<file path="config.mk">
export PLATFORM = sky130hd
export DESIGN_NAME = cvcdu_derandomizer
export DESIGN_NICKNAME = d
export VERILOG_FILES = /design/src/rtl/cvcdu_derandomizer.sv
export SDC_FILE = /design/constraint.sdc
export NUM_CORES = 1
export LEC_CHECK = 0
export ABC_AREA = 1
export CORE_MARGIN = 8
export CORE_UTILIZATION = 55
export CTS_CLUSTER_DIAMETER = 80
export DETAILED_ROUTE_END_ITERATION = 10
export PLACE_DENSITY = 0.76
export SETUP_SLACK_MARGIN = 0.5
export SLEW_MARGIN = 20
export SYNTH_ARGS = -nofsm -noshare
export SYNTH_HDL_FRONTEND = slang
export SYNTH_SLANG_ARGS = --single-unit
</file>
<file path="constraint.sdc">
create_clock -name clk_in -period 3.15 [get_ports clk_in]
set_input_delay 0.63 -clock clk_in [delete_from_list [all_inputs] [get_ports clk_in]]
set_output_delay 0.63 -clock clk_in [all_outputs]
set_load 0.005 [all_outputs]
</file>
<file path="src/rtl/cvcdu_derandomizer.sv">
// CVCDU derandomizer for the LRPT receive chain.
// Accepts post-ASM CVCDU bytes, requests one PN noise byte per accepted byte
// from lfsr_8, pairs each data byte with its noise byte through two small
// FIFOs and emits the XOR with frame-boundary tags. Because the pairing is
// FIFO based, any fixed or variable lfsr_8 response latency is tolerated.
module cvcdu_derandomizer #(
  parameter int FRAME_BYTES = 1020,
  parameter int FIFO_DEPTH  = 8
) (
  input  logic       clk_in,
  input  logic       rst_in,
  input  logic [7:0] byte_in,
  input  logic       byte_valid_in,
  input  logic       frame_start_in,
  input  logic [7:0] noise_in,
  input  logic       noise_valid_in,
  output logic       cvcdu_new_out,
  output logic       noise_req_out,
  output logic [7:0] byte_out,
  output logic       byte_valid_out,
  output logic       frame_start_out,
  output logic       frame_end_out,
  output logic       overflow_out
);

  localparam int CNT_W = $clog2(FRAME_BYTES);
  localparam int PTR_W = $clog2(FIFO_DEPTH);
  localparam int OUT_W = PTR_W + 2;

  localparam logic [CNT_W-1:0] LAST_IDX  = CNT_W'(FRAME_BYTES - 1);
  localparam logic [PTR_W:0]   DEPTH_PTR = (PTR_W + 1)'(FIFO_DEPTH);

  typedef enum logic {
    IDLE     = 1'b0,
    IN_FRAME = 1'b1
  } state_t;

  state_t           state;
  state_t           state_nxt;
  logic [CNT_W-1:0] cnt;
  logic [CNT_W-1:0] cnt_nxt;

  // Data FIFO entry: {byte, first flag, last flag}.
  logic [9:0]       dmem [FIFO_DEPTH];
  logic [PTR_W:0]   dwr;
  logic [PTR_W:0]   drd;
  logic [7:0]       nmem [FIFO_DEPTH];
  logic [PTR_W:0]   nwr;
  logic [PTR_W:0]   nrd;

  logic [OUT_W-1:0] outstanding;
  logic [OUT_W-1:0] discard;

  logic             d_empty;
  logic             d_full;
  logic             n_empty;
  logic             pop_raw;
  logic             pop;
  logic             d_room;
  logic             want;
  logic             accept;
  logic             drop;
  logic             abort;
  logic [CNT_W-1:0] idx;
  logic             is_last;
  logic             noise_ok;
  logic             noise_push;
  logic [OUT_W-1:0] outstanding_nxt;
  logic [9:0]       d_head;
  logic [7:0]       n_head;

  logic [7:0]       byte_p1;
  logic             vld_p1;
  logic             first_p1;
  logic             last_p1;

  assign d_empty = (dwr == drd);
  assign d_full  = ((dwr - drd) == DEPTH_PTR);
  assign n_empty = (nwr == nrd);
  assign d_head  = dmem[drd[PTR_W-1:0]];
  assign n_head  = nmem[nrd[PTR_W-1:0]];

  // A pop on a full data FIFO frees a slot for a push in the same cycle.
  assign pop_raw = !d_empty && !n_empty;
  assign d_room  = !d_full || pop_raw;

  // Bytes only count inside a frame or when they open one.
  assign want    = byte_valid_in && ((state == IN_FRAME) || frame_start_in);
  assign accept  = want && d_room;
  assign drop    = want && !d_room;

  // A frame start inside a frame abandons the old frame entirely.
  assign abort   = accept && frame_start_in && (state == IN_FRAME);
  assign pop     = pop_raw && !abort;

  assign idx     = frame_start_in ? '0 : cnt;
  assign is_last = (idx == LAST_IDX);

  // Noise with nothing requested is stray and ignored; noise belonging to an
  // aborted frame is swallowed while discard is non-zero.
  assign noise_ok   = noise_valid_in && (outstanding != '0);
  assign noise_push = noise_ok && (discard == '0) && !abort;

  // A request leaving this cycle still belongs to the old frame on abort,
  // so it is included in the count of responses to throw away.
  assign outstanding_nxt = outstanding + OUT_W'(noise_req_out) - OUT_W'(noise_ok);

  // Frame tracking: next state and byte index.
  always_comb begin
    state_nxt = state;
    cnt_nxt   = cnt;
    if (accept) begin
      if (is_last) begin
        state_nxt = IDLE;
        cnt_nxt   = '0;
      end else begin
        state_nxt = IN_FRAME;
        cnt_nxt   = idx + CNT_W'(1);
      end
    end
  end

  // Frame tracking state register.
  always_ff @(posedge clk_in or posedge rst_in) begin
    if (rst_in) begin
      state <= IDLE;
      cnt   <= '0;
    end else begin
      state <= state_nxt;
      cnt   <= cnt_nxt;
    end
  end

  // FIFO pointers; an abort empties both FIFOs and keeps only the new byte.
  always_ff @(posedge clk_in or posedge rst_in) begin
    if (rst_in) begin
      dwr <= '0;
      drd <= '0;
      nwr <= '0;
      nrd <= '0;
    end else if (abort) begin
      drd <= dwr;
      dwr <= dwr + (PTR_W + 1)'(1);
      nrd <= nwr;
    end else begin
      if (accept)     dwr <= dwr + (PTR_W + 1)'(1);
      if (pop)        drd <= drd + (PTR_W + 1)'(1);
      if (noise_push) nwr <= nwr + (PTR_W + 1)'(1);
      if (pop)        nrd <= nrd + (PTR_W + 1)'(1);
    end
  end

  // FIFO storage writes.
  always_ff @(posedge clk_in) begin
    if (accept)     dmem[dwr[PTR_W-1:0]] <= {byte_in, frame_start_in, is_last};
    if (noise_push) nmem[nwr[PTR_W-1:0]] <= noise_in;
  end

  // Outstanding noise requests and responses still to be discarded.
  always_ff @(posedge clk_in or posedge rst_in) begin
    if (rst_in) begin
      outstanding <= '0;
      discard     <= '0;
    end else begin
      outstanding <= outstanding_nxt;
      if (abort)
        discard <= outstanding_nxt;
      else if (noise_ok && (discard != '0))
        discard <= discard - OUT_W'(1);
    end
  end

  // One registered noise request per accepted byte; PN restart on byte 0.
  always_ff @(posedge clk_in or posedge rst_in) begin
    if (rst_in) begin
      noise_req_out <= 1'b0;
      cvcdu_new_out <= 1'b0;
    end else begin
      noise_req_out <= accept;
      cvcdu_new_out <= accept && frame_start_in;
    end
  end

  // Sticky overflow flag, cleared when a new frame is accepted.
  always_ff @(posedge clk_in or posedge rst_in) begin
    if (rst_in)
      overflow_out <= 1'b0;
    else if (accept && frame_start_in)
      overflow_out <= 1'b0;
    else if (drop)
      overflow_out <= 1'b1;
  end

  // Stage p1: XOR of paired heads, tagged with the data FIFO frame flags.
  always_ff @(posedge clk_in or posedge rst_in) begin
    if (rst_in) begin
      vld_p1   <= 1'b0;
      first_p1 <= 1'b0;
      last_p1  <= 1'b0;
      byte_p1  <= '0;
    end else begin
      vld_p1   <= pop;
      first_p1 <= pop && d_head[1];
      last_p1  <= pop && d_head[0];
      if (pop)
        byte_p1 <= d_head[9:2] ^ n_head;
    end
  end

  assign byte_out        = byte_p1;
  assign byte_valid_out  = vld_p1;
  assign frame_start_out = first_p1;
  assign frame_end_out   = last_p1;

endmodule

</file>
==> impl_results.md <==
- Clk_skew: 8.24 ps
- CTS root buffer: clkbuf_16
- Clock transition at path regs: 70 ps
- Total power: 9.25 mW
- Final Hold Fails: 0
- Hpwl dp: 11800 µm
- Overall Global Routing Usage: 19.3%
- Run status: completed
- Worst path arrival time: 2780 ps
- Met1 wire length: 7920 µm
- Critical Path RT: 3290 ps
- CP Buf/Inv Count: 2
- ANT cells: 0
- TNS Setup: 0 ps
- # DRC: 0
- Worst Tran Pin Value: 571 ps
- Met3 wire len: 1160 µm
- Fin area: 0.0100 mm²
- Sequential power share: 37.6%
- Syn Nets: 832
- P_int: 5.72 mW
- Die width: 141 µm
- Post-Syn Instances: 794
- Layout Nets: 889
- Switching share of power: 38.2%
- Num ports: 35
- Hold Path Class: input port to async pin
- Clock Tree Buf Depth: 2
- Worst Setup Start Kind: flip-flop
- Die area: 0.0199 mm²
- Synth top area share: 50.3%
- Critical path's slowest cell: dfrtp_1
- Antenna-violating nets left: 0
- Clk Latency, worst-skew pair: 420 ps
- Leak: 3.89 nW
- Cell variety after synth: 37
- Row count: 45
- Layout cell share with drive strength beyond 1: 12.3%
- Cell mode on critical path: nand3_1
- Slowest stage delay, CP: 440 ps
- Register bit count reported by yosys: 195
- CTS H-tree depth: 4
- CTS tree: yes
- Filler cells: 1123
- Initial antenna violation count: 0
- Post-synthesis sequential area ratio: 65.2%
- Via count: 5974
- Psw: 3.53 mW
- Clock Power Share: 22.6%
- Die H: 141 µm
- Synth Cell Area: 0.00859 mm²
- Crit path max fanout: 7
- Crit path kind: flip-flop to flip-flop
- Synth-to-Final Area Change: 16.5%
- Via density: 5.56
- Cell family with most CP delay: simple AND/OR/NAND/NOR gates
- RSZ-0062 raised after global routing: yes
- Final Critical Period: 2650 ps
- Global-route wire length before repair: 30100 µm
- Final core utilization: 65.6%
- Most common cell after layout, fill and taps aside: nand2_1
- Cells along the critical path: ha_1, or2_2, nand3_1, nand2_1, inv_1, nand3_4, nand4_4, nand3_1, nor2_4, buf_12
- Initial Utilization: 56.3%
- GPL Wtd Cong: 0.859
- Slew headroom: 61.9%
- Logic pwr share: 39.8%
- Yosys warns: 0
- Commonest non-fill, non-tap cells in the layout: 151 x nand2_1, 144 x edfxtp_1, 102 x nor2_1
- Pwr per Cell Area: 924 mW/mm²
- Synth area leaders: edfxtp_1 50%, dfrtp_1 15%, nand2_1 6.6%
- Pre-Repair DR Iteration Count: 5
- Clock Sinks: 195
- Leading area contributor after synthesis: edfxtp_1
- Final worst path period share: 84.0%
- Worst Setup End Kind: flip-flop
- Vias in the first global route: 5957
- Final std cells w/o fill: 1074
- PnR worst setup slack: 505 ps
- CTS Hold Buffers Added: 0
- Detailed Route WL: 18400 µm
- Peak supply drop: 0.000632 V
- Core ar.: 0.0153 mm²
- Highest Clock Rate: 378 MHz
- Fin Hold WS: 431 ps
- Uppermost layer routed: met4
- Total of max-cap violations: 0
- WL per Instance: 17.1 µm
- Post-placement cell count: 1034
- CTS Buf Count: 17
- Largest net degree at the start of global routing: 45
- Port Buf Inserts: 34
- Pre-CTS setup slack: 288 ps
- Placed cell area: 0.00930 mm²
- # setup viols final: 0
- First DRT Iteration DRCs: 458
- Final count of pins violating max slew: 0
- Grt total ovfl: 0
- DR WL met2: 8980 µm
- Syn_area_per_cell: 10.8 µm²
-- worst paths after layout --
path	to	slack, ps	depth (start not counted)	startpoint
max	nmem[6][2]	500	10	dwr[2]
min	cnt[1]	430	2	rst_in
max reg2reg	nmem[6][2]	500	10	dwr[2]
min reg2reg	byte_out[6]	490	2	byte_out[6]
max in group asynchronous	discard[2]	1890	3	rst_in
min in group clk_in	byte_out[6]	490	2	byte_out[6]
-- metal layers --
metal,global-route usage [%],vias to the layer above
met2,32.1,222
li1,-,2820
met4,6.67,0
met3,4.63,28
met1,24.3,2904
met5,0,-
-- power by group through the flow --
| stage | logic (mW) | clock network [mW] | registers, mW |
|---|---|---|---|
| 3_5_place_dp | 3.57 | 0 | 3.51 |
| 3_3_place_gp | 3.43 | 0 | 3.49 |
| 2_1_floorplan | 2.59 | 0 | 3.44 |
| 4_1_cts | 3.64 | 2.11 | 3.47 |
| 6_report | 3.68 | 2.09 | 3.47 |
| 5_1_grt | 4.10 | 2.23 | 3.51 |
-- final cells by class --
type                            count  area, µm²  area share, %
Clock inverter                     12        129           1.29
Inverter                           58        220           2.20
Multi-Input combinational cell    508       2710           27.0
Sequential cell                   195       5600           55.9
Tap cell                          211        264           2.64
Timing Repair Buffer               71        659           6.59
Clock buffer                       19        433           4.32
-- logic make-up after synthesis --
logic type	Yosys count	share of synthesized area (%)
compound gates	127	8.49
xor+xnor	30	3.06
fa+ha+maj	17	2.56
buf+inv	91	4.43
flops	195	65.2
simple gates	334	16.3
-- cell usage after synthesis (all sizes together) --
cell type / n
o31ai: 2
xnor2: 7
o22ai: 22
clkbuf: 16
nand3b: 1
o21bai: 1
o32ai: 2
fa: 1
nor3: 10
dfrtp: 51
a21oi: 10
nor4: 1
nand2: 156
edfxtp: 144
inv: 58
nand4: 3
nor2: 115
o21ai: 85
buf: 17
nand3: 47
ha: 16
a31oi: 1
o211ai: 4
xor2: 23
or2: 1
-- registers in the layout, indices dropped and copies added (netlist names), 4 cells and up --
name / cells
cnt: 10
dmem: 80
nrd: 4
outstanding: 5
nwr: 4
byte_out: 8
dwr: 4
drd: 4
discard: 5
nmem: 64
-- what timing repair did --
item	in CTS	in global routing
pin swaps	4	1
gates resized for setup	6	5
buffers inserted	8	1
endpoints found under the setup margin	92	93
(Power assumes the default switching activity.)
==> variant 1, RTL diff (config.mk and constraints unchanged) <==
The parameter `FIFO_DEPTH` goes from 8 to 4.
--- a/src/rtl/cvcdu_derandomizer.sv
+++ b/src/rtl/cvcdu_derandomizer.sv
@@ -6,5 +6,5 @@
 module cvcdu_derandomizer #(
   parameter int FRAME_BYTES = 1020,
-  parameter int FIFO_DEPTH  = 8
+  parameter int FIFO_DEPTH  = 4
 ) (
   input  logic       clk_in,
Behaviour: not the same (Yosys sat finds a counterexample within 10 cycles, from zero or initial values and one cycle with rst_in high).
==> variant 1 against the original RTL <==
  * Critical path depth grew 1
  * Total power shrank 27%
  * Clock skew grew 0.0016 ns
  * Synthesized area shrank 37%
  * Design area shrank 35%
  * Setup slack gained 0.24 ns
  * Utilization grew 1.9 points
  * Sequential power shrank 34%
  * Routed wire length shrank 41%
  * Sequential cell count shrank 78
  * Critical endpoint is now nmem[0][2]$_DFFE_PP_
==> variant 1: results (changes against the original RTL) <==
[synth]
synth_area_per_cell_um2 = 11.09  ; +2.5%
synth.top_cells.by_count = 72 x edfxtp_1, 70 x nand2_1, 61 x nor2_1
synth.distinct_cells = 38  ; +2.7%
synth-async-reset-ratio = 0.3846  ; +0.1231
syn-num-nets = 528  ; -37%
synth_fa_ha_area_frac = 0.04771  ; +0.02208
synth_compound_area_frac = 0.09611  ; +0.01121
synthXorXnorAreaFrac = 0.04053  ; +0.009947
synth_area_leaders = edfxtp_1 40%, dfrtp_1 21%, nand2_1 4.9%

[detailed_routing]
drt_first_pass_iters = 4  ; -1
drt_iter0_drc = 199  ; -57%
via_per_inst = 5.321  ; -4.3%
wl_mm = 10.87  ; -41%

[timing]
whs_ns = 0.4829  ; +0.05220 ns
clock_skew_ns = 0.009858  ; +0.001619 ns

[power_and_ir_drop]
leakage_uw = 0.002655  ; -32%
ir_worst_vdd_mv = 0.4876  ; -23%

[placed_design]
place_area_um2 = 5911  ; -36%

[global_routing]
grt_pass1_wl_mm = 17.65  ; -41%
grt_usage = 0.1757  ; -0.01697

[cells_and_area]
stdcell_count = 685  ; -36%
largest_reg_flops = 40  ; -50%
drive_above_1_share = 0.1522  ; +0.02935

[clock_network]
cts_resized = 0  ; -6
clock_latency_ns = 0.51  ; +0.09 ns
root_buffer = clkbuf_8

[setup_path]
critPathMaxFanout = 16  ; +9
critPathLaunch = dwr[1]$_DFFE_PP0P_
crit_arrival_ns = 2.62  ; -0.16 ns
rr_endpoint = nmem[0][2]$_DFFE_PP_
r2r_setup_slack_ns = 0.74  ; +0.24 ns

[run_status]
status = finished, final reports clean

variant 1: stage by stage:
| step | power, µW | setup slack [ns] | utilization |
|---|---|---|---|
| finish | 6772 | 0.7431 | 0.6752 |
| global route | 7194 | 0.5920 | 0.6752 |
| CTS | 6825 | 0.5720 | 0.6750 |
| detailed placement | 4835 | 0.4200 | 0.6132 |
| global placement | 4734 | 0.5105 | 0.6132 |
| floorplan | 4173 | 0.7199 | - |
variant 1: cell families after synthesis:
| family | after synthesis |
|---|---|
| and+or+nand+nor | 177 |
| DFF | 117 |
| AOI/OAI and AO/OA | 80 |
| buffers and inverters | 68 |
| xor gates and xnor gates | 25 |
| adders and majority gates | 20 |
variant 1: worst max path at each step:
stage	to	slack (ns)	cells after the start
after floorplan	nmem[0][0]$_DFFE_PP_	0.72	12
after global placement	nmem[2][7]$_DFFE_PP_	0.51	6
after detailed placement	state$_DFFE_PP0P_	0.42	8
after CTS	nmem[0][2]$_DFFE_PP_	0.57	11
after global routing	nmem[0][4]$_DFFE_PP_	0.59	13
final	nmem[0][2]$_DFFE_PP_	0.74	11
variant 1: per-layer routing:
layer | vias to the layer above | track usage | wire [µm]
met1 | 1782 | 0.1970 | 4491
met5 | - | 0 | 0
met2 | 93 | 0.3063 | 5681
li1 | 1758 | - | -
met4 | 0 | 0.08406 | 142
met3 | 12 | 0.04517 | 555
variant 1: final cells by class:
class                           count  area, µm²
Clock inverter                     15      181.4
Clock buffer                       17      414.1
Inverter                           53      209.0
Multi-Input combinational cell    302       1802
Sequential cell                   117       3291
Fill cell                         716       3131
Timing Repair Buffer               48      445.4
Tap cell                          133      166.4
variant 1: power breakdown:
group	leakage (µW)	switching [µW]	internal, µW
combinational	0.00115	1540	1010
clock	0.000289	764	1160
sequential	0.00121	265	2030
==> variant 2, RTL diff (config.mk and constraints unchanged) <==
Without the edit above. Register the output `noise_req_out` once more; this adds one clock of latency there. The other outputs are not delayed to match.
--- a/src/rtl/cvcdu_derandomizer.sv
+++ b/src/rtl/cvcdu_derandomizer.sv
@@ -36,4 +36,6 @@
   } state_t;
 
+  logic noise_req_s0;
+
   state_t           state;
   state_t           state_nxt;
@@ -104,5 +106,5 @@
   // A request leaving this cycle still belongs to the old frame on abort,
   // so it is included in the count of responses to throw away.
-  assign outstanding_nxt = outstanding + OUT_W'(noise_req_out) - OUT_W'(noise_ok);
+  assign outstanding_nxt = outstanding + OUT_W'(noise_req_s0) - OUT_W'(noise_ok);
 
   // Frame tracking: next state and byte index.
@@ -174,8 +176,8 @@
   always_ff @(posedge clk_in or posedge rst_in) begin
     if (rst_in) begin
-      noise_req_out <= 1'b0;
+      noise_req_s0 <= 1'b0;
       cvcdu_new_out <= 1'b0;
     end else begin
-      noise_req_out <= accept;
+      noise_req_s0 <= accept;
       cvcdu_new_out <= accept && frame_start_in;
     end
@@ -213,4 +215,8 @@
   assign frame_end_out   = last_p1;
 
+  always_ff @(posedge clk_in) begin
+    noise_req_out <= noise_req_s0;
+  end
+
 endmodule
 
Check against the original RTL: not equivalent (Yosys sat finds a counterexample within 4 cycles, from zero or initial values and one cycle with rst_in high).
==> variant 2 against the original RTL <==
  * Routed wire length increased by 1.9%
  * Sequential share of layout area rose by 0.26 points
  * Synthesized area is 0.23% higher
  * Count of clock-buffer cells in the layout up 1
  * Design area decreased by 0.11%
  * Sequential cell count increased by 1
  * Setup slack improved by 0.093 ns
  * Cell count about the same
  * Maximum frequency up 3.7%
  * Total power grew 0.46%
  * Critical path type unchanged
  * Critical endpoint is now discard[4]$_DFFE_PP0P_
==> variant 2: results (changes against the original RTL) <==
[setup_path]
r2r_cells = 16  ; +6
critPathMaxStageDelay_ns = 0.40  ; -0.04 ns
r2r_setup_slack_ns = 0.60  ; +0.09 ns
critPathLaunch = outstanding[3]$_DFF_PP0_

[power_and_ir_drop]
power.net_switching_uw = 3632  ; +2.9%
leakage_uw = 0.003887  ; about the same

[placed_design]
place_area_um2 = 9355  ; +0.62%
finalWeightedCongestion = 0.8815  ; +2.6%
detailed_place_hpwl_mm = 12.12  ; +2.9%

[global_routing]
grt_max_degree = 52  ; +16%
grt_pass1_wl_mm = 30.26  ; +0.55%
grt_usage = 0.1942  ; +0.001493
grtUsageMet3 = 0.04321  ; -0.003038
grt_pass1_vias = 6049  ; +1.5%
grtUsageMet2 = 0.3281  ; +0.007542

[detailed_routing]
wl_met3_mm = 1.251  ; +7.9%
via_per_inst = 5.628  ; +1.2%
met1_length_mm = 7.745  ; -2.1%
wl_mm = 18.76  ; +1.9%
dr_wl_met2_mm = 9.409  ; +4.8%
drt_iter0_drc = 556  ; +21%

[synth]
synth_area_leaders = edfxtp_1 50%, dfrtp_1 15%, nand2_1 6.6%
syn-num-nets = 833  ; +0.12%
synth-async-reset-ratio = 0.2602  ; -0.001334
synth.distinct_cells = 38  ; +2.7%
yosysSeqAreaShare = 0.6526  ; +0.0008094

[cells_and_area]
fillers = 1119  ; -0.36%
drive_above_1_share = 0.1250  ; +0.002173

[clock_network]
cts_resized = 2  ; -4

[timing]
clock_skew_ns = 0.008875  ; +0.0006365 ns
whs_ns = 0.4116  ; -0.01904 ns
relSlewSlack = 0.5450  ; -0.07441

[run_status]
status = finished, final reports clean

## variant 2: cells by family after synthesis
logic type,share of synthesized area
simple gates,0.1624
flops,0.6526
compound gates,0.08470
buf+inv,0.04417
xor+xnor,0.03051
fa+ha+maj,0.02557
## variant 2: power by group through the flow
stage               Sequential, µW  Clock (µW)  Combinational [µW]
global placement              3510           0                3460
detailed placement            3530           0                3590
CTS                           3480        2040                3650
finish                        3490        2020                3780
floorplan                     3460           0                2590
global route                  3540        2140                4220
## variant 2: area by class of cell
cell class	count	area share
tap	211	0.02640
timing repair buffer	70	0.06356
multi-input combinational	508	0.2713
clock buffer	20	0.04367
clock inverter	12	0.01101
inverter	58	0.02202
sequential	196	0.5621
## variant 2: per-stage QoR
stage          utilization  cells  setup WS [ns]
6_report            0.6554   1075         0.5984
5_1_grt             0.6554   1075         0.4983
4_1_cts             0.6499   1073         0.4952
3_5_place_dp        0.6131   1040         0.2484
3_3_place_gp        0.6131   1040         0.3616
2_1_floorplan            -    795         0.5362
